**src/rtl/onehot_event_serializer.sv**
```systemverilog
// Serializes one-hot events into a pending mask and presents them one at a time
// as binary indices, round-robin from just past the last accepted index.
module onehot_event_serializer (
  input  logic        clk,
  input  logic        rst,
  input  logic        in_valid,
  input  logic [15:0] in_onehot,
  input  logic        out_ready,
  output logic        out_valid,
  output logic [3:0]  out_idx,
  output logic [15:0] pending,
  output logic        err,
  output logic [7:0]  dup_cnt
);

  typedef enum logic {IDLE, PRESENT} state_t;

  state_t      state, state_next;
  logic [3:0]  rr_ptr, rr_next, idx_next, sel, probe;
  logic        found, one_hot, cap, bad, pop, dup_hit;
  logic [15:0] pop_mask, pending_next;

  always_comb begin
    one_hot      = (in_onehot != '0) && ((in_onehot & (in_onehot - 16'd1)) == '0);
    cap          = in_valid && one_hot;
    bad          = in_valid && !one_hot;
    pop          = (state == PRESENT) && out_ready;
    pop_mask     = pop ? (16'd1 << out_idx) : '0;
    // Set is OR-ed after the clear so a same-bit capture survives its own pop.
    pending_next = (pending & ~pop_mask) | (cap ? in_onehot : '0);
    dup_hit      = cap && ((pending & in_onehot & ~pop_mask) != '0);
  end

  // First set bit of the registered mask, scanning upward from rr_ptr with wrap.
  always_comb begin
    sel   = '0;
    found = 1'b0;
    probe = '0;
    for (int unsigned i = 0; i < 16; i++) begin
      probe = rr_ptr + i[3:0];
      if (!found && pending[probe]) begin
        sel   = probe;
        found = 1'b1;
      end
    end
  end

  always_comb begin
    state_next = state;
    idx_next   = out_idx;
    rr_next    = rr_ptr;
    case (state)
      IDLE: begin
        if (found) begin
          idx_next   = sel;
          state_next = PRESENT;
        end
      end
      PRESENT: begin
        if (out_ready) begin
          rr_next    = out_idx + 4'd1;
          state_next = IDLE;
        end
      end
      default: state_next = IDLE;
    endcase
  end

  always_ff @(posedge clk) begin
    if (rst) begin
      state   <= IDLE;
      pending <= '0;
      rr_ptr  <= '0;
      out_idx <= '0;
      err     <= 1'b0;
      dup_cnt <= '0;
    end else begin
      state   <= state_next;
      pending <= pending_next;
      rr_ptr  <= rr_next;
      out_idx <= idx_next;
      err     <= err | bad;
      if (dup_hit && (dup_cnt != '1))
        dup_cnt <= dup_cnt + 8'd1;
    end
  end

  assign out_valid = (state == PRESENT);

endmodule
```
**config.mk**
```make
export PLATFORM = sky130hd
export DESIGN_NAME = onehot_event_serializer
export DESIGN_NICKNAME = d
export VERILOG_FILES = /design/src/rtl/onehot_event_serializer.sv
export SDC_FILE = /design/constraint.sdc
export NUM_CORES = 1
export LEC_CHECK = 0
export CORE_MARGIN = 1
export CORE_UTILIZATION = 60
export DETAILED_ROUTE_END_ITERATION = 12
export HOLD_SLACK_MARGIN = 0.03
export MAX_ROUTING_LAYER = met4
export PLACE_DENSITY = 0.9
export SETUP_SLACK_MARGIN = 0.3
export SLEW_MARGIN = 20
export SYNTH_ARGS = -nofsm -noshare
export SYNTH_HDL_FRONTEND = slang
export SYNTH_SLANG_ARGS = --single-unit
```
**constraint.sdc**
```tcl
create_clock -name clk -period 11.7 [get_ports clk]
set_input_delay 1.17 -clock clk [delete_from_list [all_inputs] [get_ports clk]]
set_output_delay 1.17 -clock clk [all_outputs]
set_load 0.03 [all_outputs]
```
==> flow_summary.ini, run 1 <==
[layout]
fin_area_um2 = 4600
mostFrequentLayoutCells = sky130_fd_sc_hd__nor2_1 (57), sky130_fd_sc_hd__clkdlybuf4s50_1 (49), sky130_fd_sc_hd__nand2_1 (43)
layout.cells.most_common = sky130_fd_sc_hd__nor2_1
multi_input_area_um2 = 3130
flow.area_growth_from_synthesis_pct = 14.7
fill_cells = 475
layout.nets = 546
proportion_of_layout_cells_with_a_drive_suffix_above_1 = 0.125
sequential_cell_area_um2 = 681
diodes_inserted = 0

[timing]
timing.final.crit_share = 0.440
layout_setup_ws_ns = 6.55
fin_skew_ns = 0.00814
maxSlewHeadroom = 0.372
achievable-frequency_mhz = 194
slew_violations = 0
timing_hold_violations_final = 0
setup_viol = 0
setup_total_negative_slack_ns = 0
finalWorstPathRequiredPeriod_ns = 5.15
rsz0062_at_grt = no
transition_time_at_the_pin_with_the_least_slew_margin_ns = 0.940

[setup_path]
reg_to_reg_critical_path_startpoint = rr_ptr[1]
worstPathRequired_ns = 11.93
rr_endpoint = out_idx[3]
crit_path_end_kind = register
timing.critical_path.from_type = register
r2r_setup_slack_ns = 6.55
r2r_cells = 11
critPathMaxFanout = 21
timing_worst_setup_path_type = register to register
critical_path_arrival_ns = 5.38

[clocking]
tritoncts_clock_tree = yes
clkSinkCount = 34
clkLatencyLatePin_ns = 0.30
cts.htree.levels = 2
cts_hold_buffers = 0
cts_root_buf = sky130_fd_sc_hd__clkbuf_8
post_cts_resize_count = 0
post-cts-setup-buffer-count = 0
cts_buffer_depth = 2
cts.clk_slew.worst_paths_ns = 0.08
cts-buffers-inserted = 5

[floorplanning]
design.core.area_um2 = 6390
dieHeight_um = 83.8
floorplan.die_area_um2 = 7020
ios = 50
floorplan.initialDensity = 0.628
core.rowCount = 29
floorplan.die.width_um = 83.8

[detailed_routing]
post-route-drc-count = 0
route.detailed.wl_per_inst_um = 22.9
post_detailed_route_count_of_antenna_violating_nets = 0
average_vias_per_placed_instance = 7.23
vias = 4264
drt_iter0_markers = 540
wirelength_um = 13500
drt_pass1_iterations = 6

[grt]
global_route_wire_length_before_repair_um = 21700
grt_antenna_before_repair = 0
grt_start_max_net_pins = 36
global_route_overflow = 0
number_of_global_route_vias_before_repair = 4086
globalRouteTotalUtil = 0.403

[placement]
dpl_cell_area_um2 = 4490
place.port_buffers = 49
post-dp-hpwl_um = 9650
globalplace.congestion = 1.04
dp_worst_setup_slack_ns = 6.63

[logic_synthesis]
synth.ff_latch_count = 34
synth.lib_cells_used.distinct = 74
avg_inst_size_synth_um2 = 8.38
syn_area_um2 = 4010
synth_sequential_area_ratio = 0.170
synth_enable_flop_cells = 0
synth_cells = 479
yosysWarnings = 0
ys.flop_type = sky130_fd_sc_hd__dfxtp_1
mappedNetlistNets = 513
synthArstFlopShare = 0

[power_and_ir_drop]
ir_worst_vdd_uv = 125
leakage_uw = 0.00173
power_density_nw_per_um2 = 53.3

[worst_hold_path]
min-delay-path-class = register to register
hold_path_end = err
hold_path_startpoint = err
hold_depth = 2

[status]
run_status = completed

[job]
maxCapViolations = 0
## cell type report
| cell class | count | share of cell area |
|---|---|---|
| clock buffer | 5 | 0.0149 |
| sequential | 34 | 0.148 |
| timing repair buffer | 52 | 0.111 |
| clock inverter | 3 | 0.00978 |
| tap | 77 | 0.0209 |
| inverter | 20 | 0.0163 |
| multi-input combinational | 399 | 0.679 |
## logic make-up (layout without fill, tap and decap cells)
kind of cell             count (synthesis)  in the layout  share of synthesized area
AND/OR/NAND/NOR                        169            169                      0.204
AO/OA/AOI/OAI                          123            123                      0.218
multiplexers                            73             73                      0.268
buffers and inverters                   46             80                     0.0515
flip-flops                              34             34                      0.170
adder cells (fa/ha/maj)                 17             17                     0.0511
XOR/XNOR                                17             17                     0.0371
## routing by layer
metal,part of all wire,global-route usage,up-vias
met3,0.087,0.0544,72
met1,0.37,0.472,1990
met5,0,-,-
li1,-,-,1897
met2,0.48,0.665,305
met4,0.063,0.230,0
## synthesized netlist by cell type, types with 3 or more instances
master                       n  area share
sky130_fd_sc_hd__ha_1       14       0.044
sky130_fd_sc_hd__nand3_1    17       0.021
sky130_fd_sc_hd__nand2b_1    3      0.0047
sky130_fd_sc_hd__maj3_1      3      0.0075
sky130_fd_sc_hd__mux2i_1    24       0.060
sky130_fd_sc_hd__dfxtp_1    34        0.17
sky130_fd_sc_hd__o21ai_0    21       0.026
sky130_fd_sc_hd__xor2_1     10       0.022
sky130_fd_sc_hd__clkbuf_1   19       0.018
sky130_fd_sc_hd__xnor2_1     7       0.015
sky130_fd_sc_hd__o31ai_1     4      0.0075
sky130_fd_sc_hd__mux2_1      4       0.011
sky130_fd_sc_hd__a311oi_1    3      0.0065
sky130_fd_sc_hd__or4_1       3      0.0056
sky130_fd_sc_hd__o32ai_1     3      0.0065
sky130_fd_sc_hd__a21oi_1    28       0.035
sky130_fd_sc_hd__or3_1       6      0.0094
sky130_fd_sc_hd__nor3_1     11       0.014
sky130_fd_sc_hd__a31oi_1     4      0.0062
sky130_fd_sc_hd__o211ai_1    8       0.015
sky130_fd_sc_hd__a211oi_1    4      0.0075
sky130_fd_sc_hd__nand4_1     3      0.0047
sky130_fd_sc_hd__mux4_1      7       0.046
sky130_fd_sc_hd__o21a_1      4      0.0075
sky130_fd_sc_hd__nand2_1    43       0.040
sky130_fd_sc_hd__o2bb2ai_1   4      0.0087
sky130_fd_sc_hd__inv_1      19       0.018
sky130_fd_sc_hd__mux2_4      3       0.011
sky130_fd_sc_hd__a22oi_1    11       0.021
sky130_fd_sc_hd__mux4_2     15       0.084
sky130_fd_sc_hd__nor4_1      4      0.0062
sky130_fd_sc_hd__and3_1      5      0.0078
sky130_fd_sc_hd__nor2_1     57       0.053
sky130_fd_sc_hd__a21boi_0    4      0.0075
sky130_fd_sc_hd__mux2_2     20       0.056
## registers in the layout, summed over array words and instances (netlist names)
name       count
rr_ptr         4
out_valid      1
out_idx        4
pending       16
dup_cnt        8
err            1
## metrics by stage
step	hold slack [ns]	std cells	utilization	power (uW)
4_1_cts	0.459	590	0.721	245
3_3_place_gp	0.435	582	0.703	135
6_report	0.462	590	0.721	245
2_1_floorplan	0.570	479	-	124
5_1_grt	0.503	590	0.721	251
3_5_place_dp	0.444	582	0.703	135
## worst max-delay path by stage
stage / start / end / slack (ns) / cells past startpoint
after floorplan: rr_ptr[1] / out_idx[0] / 7.16 / 13
after global placement: rr_ptr[1] / out_idx[0] / 6.85 / 10
after detailed placement: rr_ptr[1] / out_idx[2] / 6.63 / 11
after CTS: rr_ptr[1] / out_idx[2] / 6.60 / 11
after global routing: rr_ptr[1] / out_idx[3] / 6.31 / 11
final: rr_ptr[1] / out_idx[3] / 6.55 / 11
## worst max-delay path, stage by stage, from the launching register on
cell,delay [ns]
sky130_fd_sc_hd__dfxtp_1,0.76
sky130_fd_sc_hd__inv_1,0.48
sky130_fd_sc_hd__ha_1,0.94
sky130_fd_sc_hd__mux2_2,0.44
sky130_fd_sc_hd__mux2_2,0.28
sky130_fd_sc_hd__o2bb2ai_1,0.20
sky130_fd_sc_hd__or4_1,0.70
sky130_fd_sc_hd__nor4b_4,0.53
sky130_fd_sc_hd__and3_2,0.31
sky130_fd_sc_hd__a311o_1,0.18
sky130_fd_sc_hd__a21oi_1,0.07
sky130_fd_sc_hd__nor3_2,0.17
## where the power goes
| part | internal [uW] | switching (uW) | total [uW] | leakage (uW) |
|---|---|---|---|---|
| clock | 63.4 | 49.0 | 112 | 0.0000504 |
| combinational | 8.11 | 8.88 | 17.0 | 0.00141 |
| sequential | 116 | 0.171 | 116 | 0.000274 |
Note: power is estimated with default switching activity, not from simulation.
==> run 2: changes to the inputs <==
Settings changed: CORE_UTILIZATION 60 to 52, PLACE_DENSITY 0.9 to 0.83.
Clock period 11.7 ns to 4.59 ns, I/O delays scaled along.
==> run 2 against run 1 <==
Compared with the run above: sequential share of layout area fell by 0.30 points; worst setup slack got worse by 6.1 ns; first-iteration DRC count fell by 18%; cell count rose by 5.6%; clock-buffer cell count rose by 2; register-to-register slack got worse by 6.1 ns; largest cell class unchanged; largest power group unchanged.
==> flow_summary.ini, run 2 (same netlist as run 1, synthesis figures left out) <==
[setup_path]
critical_path_arrival_ns = 4.28
worstPathRequired_ns = 4.78
timing.critical_path.from_type = register
r2r_cells = 8
critPathMaxFanout = 27
crit_path_end_kind = register
timing_worst_setup_path_type = register to register

[layout]
diodes_inserted = 0
flow.area_growth_from_synthesis_pct = 17.1
largest_register_ff_count = 16
largest-register = pending
layout.cells.most_common = sky130_fd_sc_hd__nor2_1
mostFrequentLayoutCells = sky130_fd_sc_hd__nor2_1 (57), sky130_fd_sc_hd__clkdlybuf4s50_1 (49), sky130_fd_sc_hd__nand2_1 (43)
fin_area_um2 = 4700
layout.nets = 557
largestRegisters = pending x16, dup_cnt x8
fill_cells = 629
proportion_of_layout_cells_with_a_drive_suffix_above_1 = 0.143
final-instance-count-excl-fill = 623

[floorplanning]
dieHeight_um = 89.8
floorplan.die_area_um2 = 8070
design.core.area_um2 = 7370
floorplan.initialDensity = 0.544
core.rowCount = 31
floorplan.die.width_um = 89.8
ios = 50

[power_and_ir_drop]
seq_power_share = 0.523
switching_share = 0.227
internal-power_uw = 437
pwr-share-clk = 0.400
power.share.combinational = 0.077
leakage_uw = 0.00178
power_density_nw_per_um2 = 120
netSwitchingPower_uw = 128
ir_worst_vdd_uv = 149

[clocking]
cts-buffers-inserted = 5
cts.clk_slew.worst_paths_ns = 0.07
cts_buffer_depth = 2
post_cts_resize_count = 0
clkLatencyLatePin_ns = 0.28
post-cts-setup-buffer-count = 0
cts.htree.levels = 2
tritoncts_clock_tree = yes
clkSinkCount = 34
cts_hold_buffers = 0
cts_root_buf = sky130_fd_sc_hd__clkbuf_8

[timing]
maxSlewHeadroom = 0.505
rsz0062_at_grt = no
timing_hold_violations_final = 0
transition_time_at_the_pin_with_the_least_slew_margin_ns = 0.739
slew_violations = 0
setup_viol = 0
timing.final.crit_share = 0.891
fin_skew_ns = 0.00520
achievable-frequency_mhz = 244
setup_total_negative_slack_ns = 0
finalWorstPathRequiredPeriod_ns = 4.09

[detailed_routing]
post_detailed_route_count_of_antenna_violating_nets = 0
drt_pass1_iterations = 7
drt_iter0_markers = 444
route.detailed.wl_per_inst_um = 20.8
wirelength_um = 12900
post-route-drc-count = 0
average_vias_per_placed_instance = 6.63
vias = 4133

[grt]
global_route_wire_length_before_repair_um = 20500
grt_start_max_net_pins = 36
global_route_overflow = 0
globalRouteTotalUtil = 0.325
grt_antenna_before_repair = 0
number_of_global_route_vias_before_repair = 3880

[placement]
place.port_buffers = 49
dpl_cell_area_um2 = 4600
post-dp-hpwl_um = 9810
globalplace.congestion = 1.03
dp.cells = 615

[worst_hold_path]
min-delay-path-class = register to register
hold_depth = 2

[status]
run_status = completed

[job]
maxCapViolations = 0
## run 2: changes by cell type in the layout (fill, tap and decap cells not counted), sizes merged
cell	previous run	this run
buf	3	14
clkbuf	5	7
clkinvlp	2	0
bufinv	1	0
clkinv	0	1
## run 2: layer usage
metal	wire [um]	global-route usage	up-vias
met5	0	-	-
met4	657	0.163	0
met2	6300	0.545	237
li1	-	-	1915
met3	945	0.0364	49
met1	5030	0.387	1932
## run 2: worst paths after layout
| path | endpoint | from | slack [ns] |
|---|---|---|---|
| setup / recovery | out_idx[0] | rr_ptr[0] | 0.50 |
| hold reg to reg | err | err | 0.46 |
| hold / removal | err | err | 0.46 |
| setup reg to reg | out_idx[0] | rr_ptr[0] | 0.50 |
## run 2: critical path: stages (launching register included)
cell and delay, ns:
sky130_fd_sc_hd__dfxtp_1 0.33, sky130_fd_sc_hd__buf_4 0.34, sky130_fd_sc_hd__mux4_1 0.72, sky130_fd_sc_hd__mux4_2 0.58
sky130_fd_sc_hd__or4_1 0.72, sky130_fd_sc_hd__nor4b_4 0.55, sky130_fd_sc_hd__and3_2 0.32, sky130_fd_sc_hd__a311oi_1 0.12
sky130_fd_sc_hd__o41ai_2 0.31
## run 2: metrics by stage
stage | power, uW | util | setup WS (ns) | hold WS (ns)
after floorplan | 316 | - | 0.319 | 0.570
after global routing | 589 | 0.638 | 0.312 | 0.487
after global placement | 344 | 0.624 | 0.640 | 0.436
after detailed placement | 345 | 0.624 | 0.547 | 0.448
after CTS | 570 | 0.637 | 0.534 | 0.461
final | 565 | 0.638 | 0.499 | 0.462
## run 2: layout make-up
type                       count  area, um2  share of cell area
timing repair buffer          63        596               0.127
sequential                    34        681               0.145
inverter                      20       75.1              0.0160
multi-input combinational    399       3130               0.667
clock inverter                 1       5.00             0.00106
tap                           99        124              0.0264
clock buffer                   7       86.3              0.0184
## run 2: power by group through the flow
stage               registers [uW]  clock network (uW)  logic [uW]
finish                         296                 226        43.3
global route                   296                 247        45.9
CTS                            296                 231        42.4
detailed placement             303                   0        42.3
global placement               303                   0        41.2
floorplan                      304                   0        12.2
==> run 3: changes to the inputs <==
Settings changed: GPL_ROUTABILITY_DRIVEN set to 1.
==> results of run 3 <==
Final layout, timing and power as in run 2 (identical DEF).
